`src/rtl/mac_pkg.sv`:
```
// Shared FP32 field layout, MAC stage counts and FP helpers for the MAC result path.
// Latency: none (declarations only). Backpressure: not applicable.
// Holds no logic beyond the is_nan() helper.
package mac_pkg;
    localparam int DataWidth       = 32;
    localparam int SIGN_BIT        = 31;
    localparam int EXP_MSB         = 30;
    localparam int EXP_LSB         = 23;
    localparam int MAN_MSB         = 22;
    localparam int MAN_LSB         = 0;
    localparam int MUL_STAGES      = 5;
    localparam int ADD_STAGES      = 7;
    localparam int PIPELINE_STAGES = MUL_STAGES + ADD_STAGES;

    function automatic logic is_nan(input logic [DataWidth-1:0] d);
        return (&d[EXP_MSB:EXP_LSB]) && (|d[MAN_MSB:MAN_LSB]);
    endfunction
endpackage

```
`src/rtl/mac_result_fifo.sv`:
```
// Synchronous first-word-fall-through FIFO with registered occupancy count.
// Latency: a pushed word is visible at the head one cycle after the push edge.
// Backpressure: pushes on full are ignored unless a pop happens in the same cycle.
module mac_result_fifo #(
    parameter int Depth     = 32,
    parameter int DataWidth = 32
) (
    input  logic                         clk,
    input  logic                         rst,
    input  logic                         push,
    input  logic [DataWidth-1:0]         push_dat,
    input  logic                         pop,
    output logic [DataWidth-1:0]         head_dat,
    output logic                         full,
    output logic                         empty,
    output logic [$clog2(Depth+1)-1:0]   count
);
    localparam int AW = $clog2(Depth);

    logic [DataWidth-1:0] mem [Depth];
    logic [AW:0]          wr_ptr;
    logic [AW:0]          rd_ptr;
    logic                 pop_ok;
    logic                 push_ok;

    // Equal low bits with differing MSB means the writer has lapped the reader.
    assign empty    = (wr_ptr == rd_ptr);
    assign full     = (wr_ptr[AW] != rd_ptr[AW]) && (wr_ptr[AW-1:0] == rd_ptr[AW-1:0]);
    assign head_dat = empty ? '0 : mem[rd_ptr[AW-1:0]];
    assign pop_ok   = pop && !empty;
    assign push_ok  = push && (!full || pop_ok);

    always_ff @(posedge clk) begin
        if (push_ok) begin
            mem[wr_ptr[AW-1:0]] <= push_dat;
        end
    end

    always_ff @(posedge clk or posedge rst) begin
        if (rst) begin
            wr_ptr <= '0;
            rd_ptr <= '0;
            count  <= '0;
        end else begin
            if (push_ok) begin
                wr_ptr <= wr_ptr + 1'b1;
            end
            if (pop_ok) begin
                rd_ptr <= rd_ptr + 1'b1;
            end
            if (push_ok && !pop_ok) begin
                count <= count + 1'b1;
            end else if (pop_ok && !push_ok) begin
                count <= count - 1'b1;
            end
        end
    end
endmodule

```
`src/rtl/mac_result_collector.sv`:
```
// Captures non-NOP MAC results into a FWFT FIFO, flags drops and tile boundaries; RELU_EN zeroes negative results.
// Latency: one cycle from NOPIn=0 to DataValid. TileDone one cycle after the tile's last result.
// Backpressure: none toward the MAC; AlmostFull leaves room for in-flight results, excess pushes are dropped.
module mac_result_collector #(
    parameter int DataWidth       = mac_pkg::DataWidth,
    parameter int Depth           = 32,
    parameter int Pipeline_Stages = mac_pkg::PIPELINE_STAGES,
    parameter int ResultsPerTile  = 16
) (
    input  logic                         clk,
    input  logic                         rst,
    input  logic                         NOPIn,
    input  logic [DataWidth-1:0]         DataIn,
    output logic [DataWidth-1:0]         DataOut,
    output logic                         DataValid,
    input  logic                         DataReady,
    output logic [$clog2(Depth+1)-1:0]   Count,
    output logic                         AlmostFull,
    output logic                         Overflow,
    input  logic                         ClrOverflow,
    output logic                         TileDone
);
    import mac_pkg::*;

    localparam int TW = $clog2(ResultsPerTile + 1);

    logic                 push_req;
    logic                 pop;
    logic                 full;
    logic                 empty;
    logic                 drop;
    logic [DataWidth-1:0] store_dat;
    logic [TW-1:0]        tile_cnt;

    assign push_req  = !NOPIn;
    assign DataValid = !empty;
    assign pop       = DataValid && DataReady;
    assign drop      = push_req && full && !pop;

`ifdef RELU_EN
    // NaN passes through so upstream faults stay visible downstream.
    assign store_dat = (DataIn[SIGN_BIT] && !is_nan(DataIn)) ? '0 : DataIn;
`else
    assign store_dat = DataIn;
`endif

    assign AlmostFull = (32'(Count) >= 32'(Depth - Pipeline_Stages));

    mac_result_fifo #(
        .Depth     (Depth),
        .DataWidth (DataWidth)
    ) u_fifo (
        .clk      (clk),
        .rst      (rst),
        .push     (push_req && !drop),
        .push_dat (store_dat),
        .pop      (pop),
        .head_dat (DataOut),
        .full     (full),
        .empty    (empty),
        .count    (Count)
    );

    always_ff @(posedge clk or posedge rst) begin
        if (rst) begin
            Overflow <= 1'b0;
        end else if (drop) begin
            Overflow <= 1'b1;
        end else if (ClrOverflow) begin
            Overflow <= 1'b0;
        end
    end

    // Dropped words still advance the tile count: it follows the MAC stream, not the FIFO.
    always_ff @(posedge clk or posedge rst) begin
        if (rst) begin
            tile_cnt <= '0;
            TileDone <= 1'b0;
        end else begin
            TileDone <= 1'b0;
            if (push_req) begin
                if (tile_cnt == TW'(ResultsPerTile - 1)) begin
                    tile_cnt <= '0;
                    TileDone <= 1'b1;
                end else begin
                    tile_cnt <= tile_cnt + 1'b1;
                end
            end
        end
    end
endmodule
```
`config.mk`:
```
export PLATFORM = sky130hd
export DESIGN_NAME = mac_result_collector
export DESIGN_NICKNAME = d
export VERILOG_FILES = /design/src/rtl/mac_pkg.sv /design/src/rtl/mac_result_fifo.sv /design/src/rtl/mac_result_collector.sv
export SDC_FILE = /design/constraint.sdc
export NUM_CORES = 1
export LEC_CHECK = 0
export CORE_ASPECT_RATIO = 1.75
export CORE_MARGIN = 4
export CORE_UTILIZATION = 35
export DETAILED_ROUTE_END_ITERATION = 8
export PLACE_DENSITY = 0.52
export SLEW_MARGIN = 20
export SYNTH_ARGS = -nofsm -noshare
export SYNTH_HDL_FRONTEND = slang
export SYNTH_SLANG_ARGS = --single-unit
```
`constraint.sdc`:
```
create_clock -name clk -period 4.3 [get_ports clk]
set_clock_uncertainty 0.2 [all_clocks]
set_input_delay 0.43 -clock clk [delete_from_list [all_inputs] [get_ports clk]]
set_output_delay 0.43 -clock clk [all_outputs]
set_load 0.03 [all_outputs]
```
# After elaboration in Yosys (flattened, before gate mapping)
# Memories as Yosys holds them, arrays and structs flattened.
# Cells that the tools add are included.
totals:
  ff_bits: 25
  latchBits: 0
  ram_bits: 1024
  mem_bits_ro: 0
  output_inout_bits: 42
  elab_cells: 46
  memories: 1
mem_list:
  columns: ["name", "depth", "word_bits", "rd", "rd_clocked_by_memory_dff", "write_ports", "line_no", "rtl"]
  rows:
  - ["u_fifo.mem", 32, 32, 1, 0, 1, "mac_result_fifo.sv:20", "logic [DataWidth-1:0] mem [Depth];"]
op_classes:
  n_addsub: 5
  mul: 0
  div: 0
  n_lt_le_gt_ge: 1
  n_eq_ne: 4
  n_shift: 0
  n_mux: 10
  bitwise: 0
  reduce_logical: 19
ops:
  columns: ["cell", "n"]
  rows:
  - ["$mux W32", 1]
  - ["$add A6 B1 Y6 const B", 3]
  - ["$mux W6", 2]
  - ["$logic_and A1 B1 Y1", 9]
  - ["$logic_not A1 Y1", 7]
  - ["$eq A6 B6 Y1", 1]
  - ["$ge A6 B5 Y1 const B", 1]
  - ["$mux W1", 6]
  - ["$sub A6 B1 Y6 const B", 1]
  - ["$add A5 B1 Y5 const B", 1]
  - ["$eq A5 B4 Y1 const B", 1]
  - ["$eq A5 B5 Y1", 1]
  - ["$mux W5", 1]
  - ["$reduce_bool A2 Y1", 2]
  - ["$logic_or A1 B1 Y1", 1]
  - ["$ne A1 B1 Y1", 1]

# Logic depth before layout (Yosys ltp)
logic_depth:
  ltp_word: 12
  depth_mapped: 15

# Modules after synthesis
# From an unflattened synthesis, not the netlist that was laid out.
hier_totals:
  cells_unflattened: 2032
  hier_area_um2: 41014.3
by_module_without_submodules:
  columns: ["mod", "n_inst", "cells_each", "area_per_inst_um2", "seq_area_each_um2"]
  rows:
  - ["mac_result_fifo", 1, 2001, 40684.0, 31199.9]
  - ["mac_result_collector", 1, 31, 330.3, 175.2]

# Worst setup path after synthesis
# Ideal clock, no wire load.
synth_timing:
  kind: "register -> register"
  startpoint: "register u_fifo.rd_ptr[1]"
  endpoint: "memory u_fifo.mem[15][0] (enable)"
  setup_ns: 0.421
  t_arrival_ns: 2.771
  path_slack_ns: 0.908
  stages_incl_launch_ff: 7
  path_buffers: 1
  cell_sequence: "dfrtp_1 > buf_2 > xor2_1 > nor3_2 > a31oi_2 > nand2_1 > nor2_1"
synth_via:
  elab_chain_cells: 10
  word_cells_on_any_way: 16
  classes_between: "eq/ne (2); mux (2); reduce/logical (12)"
synth_lines:
  columns: ["item", "line_no", "rtl"]
  rows:
  - ["start, declared", "mac_result_fifo.sv:22", "logic [AW:0] rd_ptr;"]
  - ["start signal, assigned", "mac_result_fifo.sv:49", "rd_ptr <= rd_ptr + 1'b1;"]
  - ["$eq A6 B6 Y1", "mac_result_fifo.sv:27", "assign empty = (wr_ptr == rd_ptr);"]
  - ["$logic_not A1 Y1", "mac_result_fifo.sv:30, mac_result_collector.sv:36", null]
  - ["$logic_and A1 B1 Y1", "mac_result_collector.sv:37", "assign pop = DataValid && DataReady;"]
  - ["$logic_not A1 Y1", "mac_result_collector.sv:38", "assign drop = push_req && full && !pop;"]
  - ["$logic_and A1 B1 Y1", "mac_result_collector.sv:38", null]
  - ["$logic_not A1 Y1", "mac_result_collector.sv:55", ".push (push_req && !drop),"]
  - ["$logic_and A1 B1 Y1", "mac_result_collector.sv:55", null]
  - ["$logic_and A1 B1 Y1 (*)", "mac_result_fifo.sv:31", "assign push_ok = push && (!full || pop_ok);"]
  - ["net u_fifo.push_ok", "mac_result_fifo.sv:24", "logic push_ok;"]
  - ["$mux W1 (*)", "mac_result_fifo.sv:34", "if (push_ok) begin"]
  - ["$mux W1 (implied by the code) (*)", "mac_result_fifo.sv:35", "mem[wr_ptr[AW-1:0]] <= push_dat;"]
  - ["end, declared", "mac_result_fifo.sv:20", null]
# Mark *: on every way through the listed nets, which the timed path passes. The rest lies on a longest branch.

# Worst setup path in the final report
layout_timing:
  startpoint: "register u_fifo.rd_ptr[0]"
  endpoint: "output port DataOut[15]"
layout_via:
  elab_chain_cells: 2
  word_cells_on_any_way: 3
  classes_between: "eq/ne (1); mux (1); memory (1)"
layout_lines:
  columns: ["item", "line_no", "rtl"]
  rows:
  - ["$mem_v2 Z32 W32 or $eq A6 B6 Y1 (tied branches)", null, null]
  - ["$mux W32 (*)", "mac_result_fifo.sv:29", "assign head_dat = empty ? '0 : mem[rd_ptr[AW-1:0]];"]
  - ["end, declared", "mac_result_collector.sv:14", "output logic [DataWidth-1:0] DataOut,"]
# Mark *: on every way between the ends. The rest lies on a longest branch, timed or not.

==> reports/qor.txt <==
outcome: completed
Crit Path Class: reg2out
num ports: 79
fraction of registers with async set/reset: 2.383%
Initial Util: 35.30%
R2R cell count: 14
largest net degree at the start of global routing: 67
CP Max Fanout: 20
Cell Pwr Density: 667.0 nW/um2
Final period util: 96.73%
CTS Buffer Depth: 3
reg2reg end: u_fifo.count[5]
number of synthesized flops with an enable pin: 1024
most area-consuming cells after synthesis: edfxtp_1 76%, mux4_2 11%, mux2i_1 3.2%
Area Growth Syn to Fin: 15.34%
Iteration-0 DRC Markers: 1579
top_reg_cell synth: edfxtp_1
Post-DP Area: 43720 um2
Post-Synth Simple-Gate Area: 1.015%
post-detail-place hpwl: 60710 um
DRT Wirelength: 108300 um
clock-pin slew on the worst setup and hold paths: 0.06 ns
NetSw: 10.25 mW
crit end category: output port
Post-Synth Adder-Cell Area: 0.3900%
Inst Count DP: 3419
Hold EP: u_fifo.mem[22][20]
first-pass GRT wire length: 154200 um
Via density: 5.446
core area: 114500 um2
DRT Pass-1 Iters: 5
max-slew violations: 0
die width: 264.9 um
mapped cell area: 40420 um2
RSZ-0062 raised after global routing: true
H-tree depth: 3
via count: 19540
number of port buffers: 78
gr ovfl total: 0
sw frac: 32.97%
non-filler cells in the finished layout: 3588
number of synthesized register bits: 1049
top cells by count, synth: 1024 x edfxtp_1, 192 x mux4_2, 128 x mux2i_1
fmax: 240.4 MHz
Compound-Gate Fraction of Synth Area: 4.757%
Avg Synthesized Cell Area: 21.81 um2
Rows: 164
clock sinks: 1049
Worst setup startpoint: u_fifo.rd_ptr[0]
GP Congestion: 0.7595
fin crit period: 4.159 ns
post-synth top area share: 76.07%
Final Setup Violations: 0
Startpoint Class: register
Hold WC Path Type: in2reg
Synth Warn #: 0
Min Hold Slack: 0.06757 ns
Pleak: 14.76 nW
Least-Margin Pin Slew: 1.070 ns
combinational power share: 34.2%
largest area contributor in the netlist: edfxtp_1
Peak VDD IR: 386.4 uV
Slew HR: 28.43%
number of library cell types mapped by synthesis: 50
Num CTS Buffers: 93
worst hold path startpoint: DataIn[20]
Final #Nets: 2076
Detail Route Antenna Nets: 0
Final Hold Fails: 0
WP data required: 3.67 ns
post-synthesis mux area share: 13.95%
Worst Path Arrival: 3.53 ns
die area: 121200 um2
register area share after synthesis: 77.62%
Post-Synth XOR/XNOR Area: 0.4983%
Mapped Cells: 1853
Clock power frac: 26.0%
max cap viols: 0
most numerous cell in the Yosys netlist: edfxtp_1
Seq pwr share: 39.7%
post-route cell area: 46620 um2
initial antenna violation count: 2
Mapped Nets: 1902
Worst-Skew Late Latency: 0.68 ns
drt drc: 0
RR Startpoint: u_fifo.rd_ptr[0]
DR WL/cell: 30.17 um
CTS tree: yes
number of global-route vias before repair: 20770
root buf cell: clkbuf_16
All-Layer GR Usage: 17.64%
Int Power: 20.84 mW
WHS Path Cells: 1
largest family of logic cells by synthesized area: multiplexers
Die Span Y: 457.6 um
share of layout cells above drive strength 1: 25.75%
Reg2Reg Setup Slack: 0.60 ns
-- worst max-delay path, cell delays in order, from the launching register on --
cell and delay (ns):
dfrtp_4 0.56, buf_4 0.19, buf_4 0.38, mux4_2 0.56, a22o_1 0.25, a2111oi_1 0.44
a211oi_1 0.09, buf_4 0.19, buf_12 0.14
-- power groups by stage --
stage	registers (mW)	logic, mW	clock network (mW)
2_1_floorplan	12.4	6.78	0
3_3_place_gp	12.6	10.6	0
3_5_place_dp	12.6	10.7	0
4_1_cts	12.4	10.8	8.31
5_1_grt	12.4	11.3	8.72
6_report	12.4	10.6	8.10
-- per-layer routing --
metal / wire length, um / vias to the layer above / global-route usage (%)
met4: 2872 / 2 / 5.181
li1: - / 8204 / -
met5: 20 / - / 0
met3: 4331 / 155 / 2.327
met2: 59650 / 503 / 32.83
met1: 41380 / 10680 / 21.27
-- cell usage in the layout (no fill, tap or decap), drive strengths merged, types with 5 or more instances in the layout --
cell / synthesis / layout
a21oi: 34 / 34
xnor2: 9 / 9
nand2: 18 / 18
a22o: 32 / 32
o221ai: 32 / 32
clkdlybuf4s50: 0 / 37
ha: 11 / 11
mux2i: 128 / 128
clkbuf: 43 / 110
o22ai: 33 / 33
edfxtp: 1024 / 1024
clkinv: 0 / 38
a211oi: 32 / 32
o21ai: 5 / 5
mux4: 192 / 192
xor2: 14 / 14
a22oi: 32 / 32
bufinv: 0 / 8
inv: 10 / 12
a2111oi: 32 / 32
buf: 66 / 148
nor2: 43 / 43
dfrtp: 25 / 25
-- sequential cells by signal (all words and copies together) (netlist names) --
name,cells
TileDone,1
tile_cnt,5
u_fifo.count,6
Overflow,1
u_fifo.mem,1024
u_fifo.rd_ptr,6
u_fifo.wr_ptr,6
-- kinds of logic (layout without fill, tap and decap cells) --
| logic type | Yosys count | count (layout) |
|---|---|---|
| flops | 1049 | 1049 |
| other cells | 0 | 1 |
| simple gates | 88 | 89 |
| buf+inv | 119 | 358 |
| fa+ha+maj | 12 | 12 |
| mux | 323 | 323 |
| compound gates | 239 | 239 |
| xor+xnor | 23 | 23 |
-- stage by stage --
stage / setup TNS [ns] / util, % / total power, mW / setup WS, ns
after floorplan: 0 / - / 19.19 / 0.9077
after global placement: 0 / 38.18 / 23.20 / 0.4784
after detailed placement: 0 / 38.18 / 23.29 / 0.5003
after CTS: 0 / 40.75 / 31.48 / 0.01005
after global routing: -0.01048 / 40.72 / 32.39 / -0.007799
final: 0 / 40.72 / 31.10 / 0.1405
-- repair_timing --
item / 4_1_cts / 5_1_grt
endpoints found under the hold margin: 0 / 25
gates resized for setup: 8 / 5
gates cloned: 1 / 0
pin swaps: 1 / 0
hold buffers: 0 / 1
setup buffers: 3 / 2
setup endpoints to repair: 18 / 7
-- worst max-delay path by stage --
| stage | end | depth (start not counted) |
|---|---|---|
| finish | DataOut[15] | 8 |
| CTS | DataOut[31] | 7 |
| detailed placement | DataOut[17] | 7 |
| global route | DataOut[20] | 8 |
| floorplan | u_fifo.mem[15][0] | 6 |
| global placement | DataOut[17] | 7 |
-- final cells by class --
class / instances / area [um2]
Fill cell: 10080 / 67880
Multi-Input combinational cell: 686 / 8633
Timing Repair Buffer: 187 / 1807
Clock inverter: 51 / 450.4
Inverter: 10 / 37.54
Sequential cell: 1049 / 31390
Tap cell: 1494 / 1869
Clock buffer: 110 / 2434
Antenna cell: 1 / 2.502
Note: power is estimated with default switching activity, not from simulation.
